## src/rtl/tt_sweep_pkg.sv

```systemverilog
// Shared types and constants for the truth-table sweep-and-capture stage.
// Defines the FSM state encoding, row geometry and settle counter width.
// Helper maps a row index onto its bit position in the captured rule word.
package tt_sweep_pkg;

  localparam int ROWS  = 8;
  localparam int ROW_W = 3;
  localparam int CNT_W = 8;

  typedef enum logic [1:0] {
    IDLE   = 2'd0,
    DRIVE  = 2'd1,
    SAMPLE = 2'd2,
    DONE   = 2'd3
  } state_e;

  // Row k lands in bit 7-k so the word reads in Wolfram/Cello hex order.
  function automatic logic [ROW_W-1:0] tt_bit_idx(input logic [ROW_W-1:0] row);
    return ROW_W'(ROWS - 1) - row;
  endfunction

endpackage

```

## src/rtl/tt_settle_timer.sv

```systemverilog
// Loadable down-counter timing how long each input row is held before sampling.
// Latency: expire is high in the cycle where the count reaches 1, i.e. load_val cycles after load.
// No backpressure: load has priority, otherwise the count decrements until it rests at zero.
module tt_settle_timer
  import tt_sweep_pkg::*;
(
  input  logic             clk,
  input  logic             rst,
  input  logic             load,
  input  logic [CNT_W-1:0] load_val,
  output logic             expire
);

  logic [CNT_W-1:0] cnt_q;
  logic [CNT_W-1:0] cnt_d;

  // Next count: reload on request, otherwise count down and stop at zero.
  always_comb begin
    cnt_d = cnt_q;
    if (load) begin
      cnt_d = load_val;
    end else if (cnt_q != '0) begin
      cnt_d = cnt_q - CNT_W'(1);
    end
  end

  // Counter register.
  always_ff @(posedge clk or posedge rst) begin
    if (rst) begin
      cnt_q <= '0;
    end else begin
      cnt_q <= cnt_d;
    end
  end

  assign expire = (cnt_q == CNT_W'(1));

endmodule

```

## src/rtl/tt_sweep_capture.sv

```systemverilog
// Sweeps a 3-input gate through rows 000..111, samples its output per row and assembles the rule word.
// Latency: done/tt_valid rise 8*(SETTLE+1)+1 cycles after start; 8*(SETTLE+2)+1 with TT_SWEEP_STABLE_CHECK_EN.
// Build option TT_SWEEP_STABLE_CHECK_EN: two samples per row, disagreement flagged in unstable. start ignored unless IDLE.
module tt_sweep_capture
  import tt_sweep_pkg::*;
#(
  parameter int unsigned SETTLE   = 4,
  parameter logic [7:0]  EXPECTED = 8'h5C
) (
  input  logic       clk,
  input  logic       rst,
  input  logic       start,
  input  logic       gate_out,
  output logic       in1,
  output logic       in2,
  output logic       in3,
  output logic       busy,
  output logic       done,
  output logic [7:0] tt_word,
  output logic       tt_valid,
  output logic       tt_match,
  output logic [7:0] unstable
);

  localparam logic [ROW_W-1:0] LAST_ROW = ROW_W'(ROWS - 1);

  state_e           state_q, state_d;
  logic [ROW_W-1:0] row_q, row_d;
  logic             accept_q, accept_d;
  logic [7:0]       word_q, word_d;
  logic             valid_q, valid_d;
  logic             busy_q, busy_d;
  logic             done_q, done_d;
  logic             timer_load;
  logic             timer_expire;
  logic             row_end;
  logic [ROW_W-1:0] bit_idx;

`ifdef TT_SWEEP_STABLE_CHECK_EN
  logic       phase_q, phase_d;
  logic       first_q, first_d;
  logic [7:0] unstable_q, unstable_d;

  // A row finishes on the second of its two sample cycles.
  assign row_end  = phase_q;
  assign unstable = unstable_q;
`else
  assign row_end  = 1'b1;
  assign unstable = 8'h00;
`endif

  assign bit_idx = tt_bit_idx(row_q);

  tt_settle_timer u_timer (
    .clk      (clk),
    .rst      (rst),
    .load     (timer_load),
    .load_val (CNT_W'(SETTLE)),
    .expire   (timer_expire)
  );

  // Next-state and datapath: an accepted start is registered for one cycle, then row 0 is driven.
  always_comb begin
    state_d    = state_q;
    row_d      = row_q;
    word_d     = word_q;
    valid_d    = valid_q;
    timer_load = 1'b0;
    accept_d   = start && (state_q == IDLE) && !accept_q;
`ifdef TT_SWEEP_STABLE_CHECK_EN
    phase_d    = phase_q;
    first_d    = first_q;
    unstable_d = unstable_q;
    if (accept_d) begin
      unstable_d = 8'h00;
    end
`endif
    if (accept_d) begin
      valid_d = 1'b0;
    end

    case (state_q)
      IDLE: begin
        if (accept_q) begin
          state_d    = DRIVE;
          row_d      = '0;
          timer_load = 1'b1;
        end
      end
      DRIVE: begin
        if (timer_expire) begin
          state_d = SAMPLE;
        end
      end
      SAMPLE: begin
`ifdef TT_SWEEP_STABLE_CHECK_EN
        phase_d = ~phase_q;
        if (!phase_q) begin
          first_d = gate_out;
        end else begin
          unstable_d[bit_idx] = first_q ^ gate_out;
        end
`endif
        if (row_end) begin
          word_d[bit_idx] = gate_out;
          if (row_q == LAST_ROW) begin
            state_d = DONE;
          end else begin
            row_d      = row_q + ROW_W'(1);
            state_d    = DRIVE;
            timer_load = 1'b1;
          end
        end
      end
      DONE: begin
        state_d = IDLE;
      end
      default: begin
        state_d = IDLE;
      end
    endcase

    if (state_d == DONE) begin
      valid_d = 1'b1;
    end
    done_d = (state_d == DONE);
    busy_d = (state_d != IDLE);
  end

  // FSM state and registered outputs.
  always_ff @(posedge clk or posedge rst) begin
    if (rst) begin
      state_q    <= IDLE;
      row_q      <= '0;
      accept_q   <= 1'b0;
      word_q     <= 8'h00;
      valid_q    <= 1'b0;
      busy_q     <= 1'b0;
      done_q     <= 1'b0;
`ifdef TT_SWEEP_STABLE_CHECK_EN
      phase_q    <= 1'b0;
      first_q    <= 1'b0;
      unstable_q <= 8'h00;
`endif
    end else begin
      state_q    <= state_d;
      row_q      <= row_d;
      accept_q   <= accept_d;
      word_q     <= word_d;
      valid_q    <= valid_d;
      busy_q     <= busy_d;
      done_q     <= done_d;
`ifdef TT_SWEEP_STABLE_CHECK_EN
      phase_q    <= phase_d;
      first_q    <= first_d;
      unstable_q <= unstable_d;
`endif
    end
  end

  assign {in1, in2, in3} = row_q;
  assign busy            = busy_q;
  assign done            = done_q;
  assign tt_word         = word_q;
  assign tt_valid        = valid_q;
  assign tt_match        = (word_q == EXPECTED);

endmodule

```

## config.mk

```make
export PLATFORM = sky130hd
export DESIGN_NAME = tt_sweep_capture
export DESIGN_NICKNAME = d
export VERILOG_FILES = /design/src/rtl/tt_sweep_pkg.sv /design/src/rtl/tt_settle_timer.sv /design/src/rtl/tt_sweep_capture.sv
export SDC_FILE = /design/constraint.sdc
export NUM_CORES = 1
export LEC_CHECK = 0
export ABC_AREA = 1
export CORE_AREA = 8 8 64 66
export DETAILED_ROUTE_END_ITERATION = 16
export DIE_AREA = 0 0 72 74
export HOLD_SLACK_MARGIN = 0.05
export PLACE_DENSITY_LB_ADDON = 0.25
export SLEW_MARGIN = 15
export SYNTH_ARGS = -nofsm -noshare
export SYNTH_HDL_FRONTEND = slang
export SYNTH_HIERARCHICAL = 1
export SYNTH_SLANG_ARGS = --single-unit
```

## constraint.sdc

```tcl
create_clock -name clk -period 2.5 [get_ports clk]
set_input_delay 0.25 -clock clk [delete_from_list [all_inputs] [get_ports clk]]
set_output_delay 0.25 -clock clk [all_outputs]
set_load 0.05 [all_outputs]
```

## After elaboration in Yosys (flattened, before gate mapping)

Index checks and enable logic that the tools add are counted.
Widths: inputs -> output; s select.

| word-level totals | value |
|---|---|
| register bits after elaboration | 25 |
| bits of input ports | 4 |
| output and inout bits | 23 |
| word-level logic and storage cells | 50 |

| cells by class | value |
|---|---|
| add/subtract/negate cells | 3 |
| magnitude comparators | 2 |
| eq/ne operators | 9 |
| muxes and demuxes | 17 |
| reductions and logical operators | 11 |

Operators by type and width:

| cell | number |
|---|---|
| $mux 8 | 2 |
| $bwmux 8 | 1 |
| $eq 8x1->1 const B | 1 |
| $eq 8x7->1 const B | 1 |
| $pmux 2 s4 | 1 |
| $reduce_bool 2->1 | 4 |
| $reduce_bool 8->1 | 1 |
| $sub 8x1->8 const B | 1 |
| $eq 2x2->1 const B | 3 |
| $mux 2 | 3 |
| $mux 3 | 2 |
| $pmux 3 s2 | 1 |
| $mux 1 | 5 |
| $lt 3x4->1 const B | 1 |
| $ne 2x2->1 const B | 2 |
| $add 3x1->3 const B | 1 |
| $demux 1 s3 | 1 |
| $eq 3x3->1 const B | 1 |
| $ge 3x1->1 const B | 1 |
| $logic_and 1x1->1 | 3 |
| $reduce_and 3->1 | 1 |
| $sub 3x3->3 const A | 1 |
| $eq 2x1->1 const B | 1 |
| $logic_not 2->1 | 1 |
| 2 further kinds | 2 |

## Longest topological paths before layout

| depth | value |
|---|---|
| depth after elaboration | 6 |
| gate-level depth with buffers | 11 |
| mapped depth without buffers | 11 |

## Hierarchy

The synthesis kept the hierarchy.

Modules (own cells, without submodules):

| module | instances | cells each | area an instance (um^2) | seq. area each (um^2) |
|---|---|---|---|---|
| tt_sweep_capture | 1 | 111 | 883.3 | 425.4 |
| tt_settle_timer | 1 | 80 | 575.6 | 200.2 |

## Worst setup path before layout

No wires, ideal clock.

| timing path | value |
|---|---|
| path type | register to register |
| start | register row_q[0] |
| end | register u_timer.cnt_q[4] |
| library setup time | 0.121 ns |
| arrival | 1.885 ns |
| required time | 2.379 ns |
| setup slack | 0.494 ns |
| cell stages (with the launch flop) | 11 |
| path buffers | 1 |
| clock period less this slack | 2.006 ns |
| cell sequence | dfrtp_1 > ha_1 > ha_1 > inv_1 > nand2_4 > nand2_1 > inv_2 > buf_2 > o21ai_0 > a21oi_1 > nor2_1 |

| between the ends | value |
|---|---|
| cells in the longest elaborated chain, start to end | 4 |
| elaborated cells on any way between the ends | 5 |
| those cells by class | eq/ne (1); mux (3); reduce/logical (1) |

RTL lines:

| element | RTL line | text |
|---|---|---|
| from (decl) | tt_sweep_capture.sv:28 | `logic [ROW_W-1:0] row_q, row_d;` |
| from (signal assigned) | tt_sweep_capture.sv:147 | `row_q <= row_d;` |
| $eq 3x3->1 (*) | tt_sweep_capture.sv:106 | `if (row_q == LAST_ROW) begin` |
| $mux 1 (*) | tt_sweep_capture.sv:106 |  |
| $pmux 1 s2 (*) | tt_sweep_capture.sv:82 | `case (state_q)` |
| named net timer_load | tt_sweep_capture.sv:34 | `logic timer_load;` |
| $mux 8 or $reduce_bool 2->1 (tied branches) | - |  |
| to (signal assigned) | tt_settle_timer.sv:32 | `cnt_q <= cnt_d;` |
| to (decl) | tt_settle_timer.sv:14 | `logic [CNT_W-1:0] cnt_q;` |

Mark *: on every way through the listed nets, which the timed path passes. The rest lies on a longest branch.
A chain may end at the register's enable or synchronous reset.

## Worst setup path in the final report

| timing path | value |
|---|---|
| start | register word_q[7], in the netlist tt_word[7] |
| end | output port tt_match |

| between the ends | value |
|---|---|
| cells in the longest elaborated chain, start to end | 1 |

RTL lines:

| element | RTL line | text |
|---|---|---|
| from (decl) | tt_sweep_capture.sv:30 | `logic [7:0] word_q, word_d;` |
| from (signal assigned) | tt_sweep_capture.sv:149 | `word_q <= word_d;` |
| $eq 8x7->1 | tt_sweep_capture.sv:166 | `assign tt_match = (word_q == EXPECTED);` |
| to (decl) | tt_sweep_capture.sv:21 | `output logic tt_match,` |

Every way passes these cells.

==> flow_summary.ini <==
[yosys]
synthMuxAreaShare_pct = 0
syn-cell-area_um2 = 1460
ys_ff_latch = 25
synth_top_family_by_area = simple AND/OR/NAND/NOR gates
synth_compound_area_share_pct = 6.35
synth_xor_area_share_pct = 1.20
synth.avg_cell_area_um2 = 7.64
synth_fa_ha_area_share_pct = 4.29
yosys.area_share.simple_pct = 33.3
synth_cell_types = 23
synthCells = 191
yosysSeqAreaShare_pct = 42.9
yosys_warnings = 6

[timing]
worst_slack_ns = 0.424
slew_headroom_pct = 56.6
worstMarginPinSlew_ns = 0.650
drv_slew = 0
skew_ns = 0.00687
hold_viol_final = 0
setup-violations-final = 0
rsz0062_at_grt = false
fmax_mhz = 482
layout_min_cycle_time_ns = 2.08
fin_crit_sh_pct = 83.0
fin_setup_tns_ns = 0
hold_ws_ns = 0.203

[pwr]
peakVddDrop_v = 0.000552
pwr_density_cell_nw_per_um2 = 781
power_leakage_nw = 0.825
total_power_mw = 1.33

[route]
wirelength_mm = 2.85
dr.pass1.iters = 4
drc_errors = 0
vias_per_cell = 4.50
antenna_left = 0
first_iter_violations = 66
via_count = 1184
avgRoutedWirePerCell_um = 10.8

[floorplan]
coreArea_um2 = 3180
start_util_pct = 45.9
num_rows = 21
boundaryPins = 27
fp.dieH_um = 74
die_w_um = 72
die_area_um2 = 5330

[clocking]
htreeDepth = 1
clockBufferDepth = 2
cts_hold_buf = 0
post_cts_buffers = 0
insertion_delay_ns = 0.31
path_clk_slew_ns = 0.13
numCtsBuffers = 3
cts.sink_count = 25
cts_resized = 0
cts_tree = done
cts_root_buf = clkbuf_4

[worst_setup_path]
cp_data_arrival_time_ns = 1.83
worst_setup_path_end_kind = output port
crit_required_ns = 2.25
setup.worst_path.start_class = register
cp_slowest_cell = clkdlybuf4s50_1
cp_common_cell = nor2_1
path_class = register to output port
crit_fanout = 3
slowest_delay_ns = 0.80
path_cells = nor2_1, nand3b_1, nor2_1, clkdlybuf4s50_1
cp_top_family = buffers and inverters
crit_buf_inv = 1

[global_route]
antenna_found_initial = 0
grt_pass1_wl_mm = 4.89
grt_overflow = 0
grt_use_total_pct = 11.3
grt_pass1_vias = 1139
grt_max_degree = 18

[placed_design]
hpwl_mm = 2.24
pre_cts_ws_ns = 0.621
place_congestion = 0.926
port-buffer-count = 18
place_area_um2 = 1680
dp_cells = 259

[finish]
postLayoutCoreUtil_pct = 53.7
fill_cells = 320
instances_no_fill = 263
drive_above_1_share_pct = 6.45
final_nets = 227
n_antenna_cell = 0
final_common_cell = nand2_1
layout_common_cells = nand2_1, dfrtp_1, nor2_1, inv_1, nand3_1
postLayoutCellArea_um2 = 1710
syn_to_final_growth_pct = 17.0

[status]
status = finished, final reports clean

[run]
maxCapViolations = 0

[hold_path]
min_path_type = input port to asynchronous set/reset pin
per-layer routing:
layer | track usage (%) | share of wire [%] | vias up
met1 | 13.5 | 46 | 521
li1 | - | - | 633
met2 | 19.7 | 48 | 26
met4 | 4.54 | 1.1 | 0
met5 | 0 | 0 | -
met3 | 2.02 | 4.7 | 4
cell families (layout without fill, tap and decap cells):
| logic type | Yosys count | in the layout |
|---|---|---|
| simple gates | 104 | 104 |
| buf+inv | 36 | 48 |
| flops | 25 | 25 |
| compound gates | 17 | 17 |
| fa+ha+maj | 5 | 5 |
| other cells | 2 | 16 |
| xor+xnor | 2 | 2 |
registers in the layout, summed over array words and instances, names as in the netlist:
signal         cells
state_q            2
u_timer/cnt_q      8
accept_q           1
busy               1
row_q              3
tt_word            8
done               1
tt_valid           1
cell type report:
type | instances | area (um^2) | area share (%)
Tap cell | 46 | 57.6 | 3.37
Multi-Input combinational cell | 144 | 718 | 42.1
Timing Repair Buffer | 18 | 180 | 10.6
Clock buffer | 4 | 26.3 | 1.54
Inverter | 26 | 98.8 | 5.79
Sequential cell | 25 | 626 | 36.7
report_power, final:
| part | switching, mW | internal, mW | total, mW |
|---|---|---|---|
| clock | 0.114 | 0.0623 | 0.177 |
| combinational | 0.349 | 0.193 | 0.542 |
| sequential | 0.112 | 0.502 | 0.614 |
| total | 0.575 | 0.758 | 1.33 |
Yosys cell counts:
cell type | number | share of area, %
o21ai_0 | 11 | 3.8
xor2_1 | 1 | 0.60
clkinv_2 | 1 | 0.34
inv_1 | 23 | 5.9
a211oi_2 | 1 | 0.86
nand4_1 | 5 | 2.1
buf_4 | 8 | 4.1
buf_2 | 1 | 0.34
nand2_4 | 1 | 0.77
a21oi_1 | 3 | 1.0
clkbuf_1 | 1 | 0.26
nor2_4 | 4 | 3.1
nand3b_1 | 2 | 1.0
o21ai_1 | 2 | 0.69
xnor2_1 | 1 | 0.60
conb_1 | 2 | 0.51
nand3_1 | 20 | 6.9
nor2_1 | 24 | 6.2
nand2_1 | 46 | 12
ha_1 | 5 | 4.3
nand3_2 | 2 | 1.4
inv_2 | 2 | 0.51
dfrtp_1 | 25 | 43
worst paths after layout:
| check | cells past startpoint | slack (ns) | start | to |
|---|---|---|---|---|
| min in group clk | 2 | 0.50 | tt_valid | tt_valid |
| worst min register to register | 2 | 0.50 | tt_valid | tt_valid |
| worst max register to register | 11 | 0.57 | row_q[1] | u_timer/cnt_q[0] |
| max in group asynchronous | 2 | 1.74 | rst | tt_word[2] |
| worst min-delay path | 2 | 0.20 | rst | u_timer/cnt_q[7] |
| worst max-delay path | 4 | 0.42 | tt_word[7] | tt_match |
(Power assumes the default switching activity.)
